$ cat config.mk
export PLATFORM = sky130hd
export DESIGN_NAME = uart_tx
export DESIGN_NICKNAME = d
export VERILOG_FILES = /design/src/rtl/uart_tx.sv
export SDC_FILE = /design/constraint.sdc
export NUM_CORES = 1
export LEC_CHECK = 0
export ABC_AREA = 1
export BUFFER_PORTS_ARGS = -buffer_cell sky130_fd_sc_hd__buf_2
export CAP_MARGIN = 20
export CORE_MARGIN = 10
export CORE_UTILIZATION = 40
export DETAILED_ROUTE_END_ITERATION = 8
export PLACE_DENSITY = 0.64
export SYNTH_ARGS = -nofsm -noshare
export SYNTH_HDL_FRONTEND = slang
export SYNTH_SLANG_ARGS = --single-unit
$ cat constraint.sdc
create_clock -name clk -period 1.6 [get_ports clk]
set_input_delay 0.32 -clock clk [delete_from_list [all_inputs] [get_ports clk]]
set_output_delay 0.32 -clock clk [all_outputs]
set_load 0.01 [all_outputs]
$ cat src/rtl/uart_tx.sv
// UART transmitter: 8N1 frames sent LSB first from a small power-of-two FIFO.
// tx and done come straight from flops; tx_ready and busy are decoded from the FIFO pointers and FSM state.
module uart_tx #(
    parameter int CLK_FREQ     = 50000000,
    parameter int BAUD         = 9600,
    parameter int CLKS_PER_BIT = CLK_FREQ / BAUD,
    parameter int FIFO_DEPTH   = 4
) (
    input  logic       clk,
    input  logic       reset,
    input  logic [7:0] tx_data,
    input  logic       tx_valid,
    output logic       tx_ready,
    output logic       tx,
    output logic       busy,
    output logic       done
);
    localparam int AW = $clog2(FIFO_DEPTH);
    localparam int TW = $clog2(CLKS_PER_BIT);
    localparam logic [TW-1:0] T_LAST = TW'(CLKS_PER_BIT - 1);
    localparam logic [TW-1:0] T_PRE  = TW'(CLKS_PER_BIT - 2);

    typedef enum logic [1:0] {IDLE, START, DATA, STOP} state_t;

    state_t        state;
    logic [TW-1:0] timer;
    logic [2:0]    bit_idx;
    logic [7:0]    shreg;
    logic [7:0]    mem [FIFO_DEPTH];
    logic [AW:0]   wr_ptr;
    logic [AW:0]   rd_ptr;
    logic          full;
    logic          empty;
    logic          push;
    logic          pop;
    logic          bit_end;

    // Extra pointer MSB tells full from empty when the index bits match.
    assign empty    = (wr_ptr == rd_ptr);
    assign full     = (wr_ptr[AW] != rd_ptr[AW]) && (wr_ptr[AW-1:0] == rd_ptr[AW-1:0]);
    assign tx_ready = !full;
    assign push     = tx_valid && !full;
    assign bit_end  = (timer == T_LAST);
    assign pop      = !empty && ((state == IDLE) || ((state == STOP) && bit_end));
    assign busy     = (state != IDLE) || !empty;

    // NOTE: the storage array is deliberately not reset; the pointers alone define what is valid.
    always_ff @(posedge clk) begin
        if (push) begin
            mem[wr_ptr[AW-1:0]] <= tx_data;
        end
    end

    always_ff @(posedge clk or negedge reset) begin
        if (!reset) begin
            wr_ptr <= '0;
            rd_ptr <= '0;
        end else begin
            if (push) begin
                wr_ptr <= wr_ptr + (AW + 1)'(1);
            end
            if (pop) begin
                rd_ptr <= rd_ptr + (AW + 1)'(1);
            end
        end
    end

    always_ff @(posedge clk or negedge reset) begin
        if (!reset) begin
            state   <= IDLE;
            timer   <= '0;
            bit_idx <= '0;
            shreg   <= '0;
            tx      <= 1'b1;
            done    <= 1'b0;
        end else begin
            done <= 1'b0;
            case (state)
                IDLE: begin
                    timer <= '0;
                    if (pop) begin
                        shreg <= mem[rd_ptr[AW-1:0]];
                        tx    <= 1'b0;
                        state <= START;
                    end
                end
                START: begin
                    if (bit_end) begin
                        timer   <= '0;
                        bit_idx <= '0;
                        tx      <= shreg[0];
                        shreg   <= {1'b0, shreg[7:1]};
                        state   <= DATA;
                    end else begin
                        timer <= timer + TW'(1);
                    end
                end
                DATA: begin
                    if (bit_end) begin
                        timer <= '0;
                        if (bit_idx == 3'd7) begin
                            tx    <= 1'b1;
                            state <= STOP;
                        end else begin
                            bit_idx <= bit_idx + 3'd1;
                            tx      <= shreg[0];
                            shreg   <= {1'b0, shreg[7:1]};
                        end
                    end else begin
                        timer <= timer + TW'(1);
                    end
                end
                STOP: begin
                    if (bit_end) begin
                        timer <= '0;
                        if (pop) begin
                            shreg <= mem[rd_ptr[AW-1:0]];
                            tx    <= 1'b0;
                            state <= START;
                        end else begin
                            state <= IDLE;
                        end
                    end else begin
                        timer <= timer + TW'(1);
                        // Raised one cycle early so the registered pulse lands on the final stop cycle.
                        if (timer == T_PRE) begin
                            done <= 1'b1;
                        end
                    end
                end
                default: state <= IDLE;
            endcase
        end
    end

endmodule
==> run metrics <==
CTS Root Buffer Type clkbuf_8; maximum VDD drop approximately 0.00064 V; Max Clock Freq 620.0 MHz; sequential cell area around 0.0018 mm²; Via density 4.747; final hold violations 10; Final Setup Violations 4; critical-path cell list inv_2 > ha_4 > nand4_1 > buf_2; Clock Tree Buf Depth 2; Mean Syn Cell Area between 10 and 15 µm²; area delta synth->final 21.17%; Register-to-Register Setup Slack -10 ps; WL per Instance between 10 and 15 µm; critical-path maximum fanout 4; Hold Path Class in -> async; Req. time, crit path roughly 1300 ps; initial antenna violation count 0; Die ar. between 0.01 and 0.015 mm²; hold buffers post-CTS 0; RR Endpoint shreg[4]; Residual DRC 0; DP Area 0.003575 mm²; Detail Placement HPWL approximately 4200 µm; Hold Slack -13.89 ps; number of buffers created by CTS 9; PwrDens ~1000 mW/mm²; setup ws final -12.98 ps; clk_lat worst skew between 300 and 400 ps; die width around 110 µm; Mapped Area around 0.0033 mm²; part of the Yosys area used for sequential elements between 50% and 60%; Clock Sinks between 60 and 70; Slew HR 70.21%; Initial DRC Count 70; largest net degree at the start of global routing 35; GRT Util Overall about 11%; RSZ-0062 raised after global routing yes; highest routed layer met4; Ant. Diodes 0; TritonRoute pass-1 iters 4; # port buffers 14; worst r2r path cells 10; Fill cells between 700 and 800; gpl congestion 0.7427; Setup Skew approximately 10 ps; first-pass GRT wire length ~10000 µm; CP max stage cell dfrtp_1; P_leak between 1.5 and 2 nW; Met1 Routed Length about 2800 µm; met3 wire len between 150 and 200 µm; worst r2r src state[0]; CP Class reg -> out; Worst-Margin Slew between 400 and 500 ps; antenna viol nets, final 0; CP max stage delay just over 400 ps; MaxCap Viol Count 0; Vias ~2300; Final Non-Filler Cells 479; area of the multi-input gates 0.001384 mm²; clock period minus worst slack approximately 1600 ps; Ys Warns 0; Ports 15; vias in the first global route roughly 2300; Synth Instances around 320; Cell variety after synth just over 40; Core ar. between 0.007 and 0.008 mm²; CTS clk-pin slew, worst paths 80 ps; syn nets between 300 and 400; CTS tree done; fin crit share 100.8%; H-tree levels 3; share of cells above drive strength 1 between 30% and 40%; critical path data arrival time 1290 ps; WL met2 3058 µm; nets@finish 396; Post-Place Cells between 400 and 500; row count 32; Final Cell Area between 0.003 and 0.004 mm²; initial core utilization between 40% and 50%; Die H about 110 µm; grt ovf 0; CP startpoint kind flip-flop; final wirelength about 6200 µm; Synth Register Bits 66; CP endpoint kind output port; status complete, but fails checks; max-slew violation count 0; failing checks negative hold slack, negative setup slack
## cells in the mapped netlist
cell type  number  area (µm²)
or2_1           1       6.260
nand2_4         3       33.78
and2_1          1       6.260
nand3_1        33       165.2
edfxtp_1       32       960.9
o21ai_1         4       20.02
dfrtp_1        33       825.8
nor4b_1         1       8.760
or2_2           2       12.51
clkinv_4        1       8.760
nor2_4          2       22.52
nor2_2          2       12.51
and3_1          1       6.260
nor2_1         17       63.81
buf_2           3       15.01
o21ai_0         1       5.000
ha_1           13       162.7
xor2_1          8       70.07
a21oi_1         9       45.04
nor3_4          1       16.27
inv_1          23       86.33
xnor2_2         1       16.27
nor3b_1         1       7.510
inv_4           1       6.260
o21ai_2         1       8.760
o21bai_1        1       7.510
nand2_8         2       40.04
clkbuf_1        1       3.750
buf_4           1       7.510
clkinv_1        2       7.510
o2111ai_1       1       8.760
dfstp_2         1       26.28
nand2_2        22       137.6
a211oi_1        3       22.52
nand2_1        80       300.3
inv_2           1       3.750
nand4_1         4       25.02
buf_6           2       22.52
o21a_1          1       7.510
nor3_1          2       10.01
nand3_2         4       40.04
## cell families after synthesis
kind of cell / count (synthesis) / synth area share [%]
xor+xnor: 9 / 2.646
flops: 66 / 55.56
fa+ha+maj: 13 / 4.985
buf+inv: 35 / 4.946
simple gates: 179 / 28.03
compound gates: 21 / 3.834
## what timing repair did
action | CTS | global route
gates cloned | 0 | 2
gates resized for setup | 5 | 21
endpoints found under the setup margin | 2 | 19
pin swaps | 3 | 9
buffers inserted | 7 | 2
## registers in the layout, indices dropped and copies added (netlist names)
name and flops:
bit_idx 3, done 1, mem 32, rd_ptr 3, shreg 8, state 2, timer 13, tx 1
wr_ptr 3
## cell usage in the layout, fill, tap and decap left out, drive strengths merged
cell type / n
nor4b: 1
nand2: 108
clkbuf: 9
inv: 27
nor3: 3
o21a: 1
nor2: 21
and2: 1
and3: 1
xor2: 8
dfrtp: 33
o2111ai: 1
buf: 43
clkinv: 7
nand3: 37
bufinv: 1
dfstp: 1
ha: 13
o21bai: 1
a21oi: 9
nor3b: 1
a211oi: 3
o21ai: 6
clkinvlp: 1
nand4: 4
xnor2: 1
or2: 3
edfxtp: 32
## where the power goes
part,internal [mW],switching [mW],total (mW)
sequential,2.00,0.0695,2.07
combinational,0.256,0.334,0.590
clock,0.732,0.690,1.42
## layout make-up
class / instances / area share (%)
well taps: 102 / 3.228
multi-input cells: 223 / 35.00
repair buffers: 43 / 7.785
inverters: 28 / 2.848
flip-flops and latches: 66 / 45.92
repair inverters: 1 / 0.1266
clock inverters: 7 / 1.962
clock buffers: 9 / 3.133
## worst max-delay path, delay by kind of cell (launching register included)
kind | cells | cell delay, ps
adders and majority gates | 1 | 150
DFF | 1 | 410
buffers and inverters | 2 | 280
and+or+nand+nor | 1 | 110
## layer usage
layer	vias to the layer above	GRT usage (%)
met4	0	3.853
met5	-	0
met3	13	3.889
li1	1169	-
met2	25	18.48
met1	1067	12.93
## through the flow
| stage | TNS, ps | setup WS [ps] | util (%) | power (mW) |
|---|---|---|---|---|
| final | -37.66 | -12.98 | 50.38 | 4.082 |
| after detailed placement | 0 | 36.14 | 45.55 | 2.653 |
| after CTS | -48.41 | -24.53 | 48.96 | 4.140 |
| after global routing | -823.6 | -104.2 | 50.38 | 4.308 |
| after global placement | 0 | 80.86 | 45.55 | 2.627 |
| after floorplan | -2477 | -103.2 | - | 2.403 |
## worst max path at each step
stage | startpoint | to | slack, ps | depth (start not counted)
final | state[1] | busy | -10 | 4
after global routing | state[0] | shreg[4] | -100 | 10
after CTS | rd_ptr[1] | tx_ready | -20 | 3
after detailed placement | timer[0] | done | 40 | 6
after global placement | state[0] | shreg[2] | 80 | 10
after floorplan | rd_ptr[1] | mem[1][0] | -100 | 5
(Power assumes the default switching activity.)
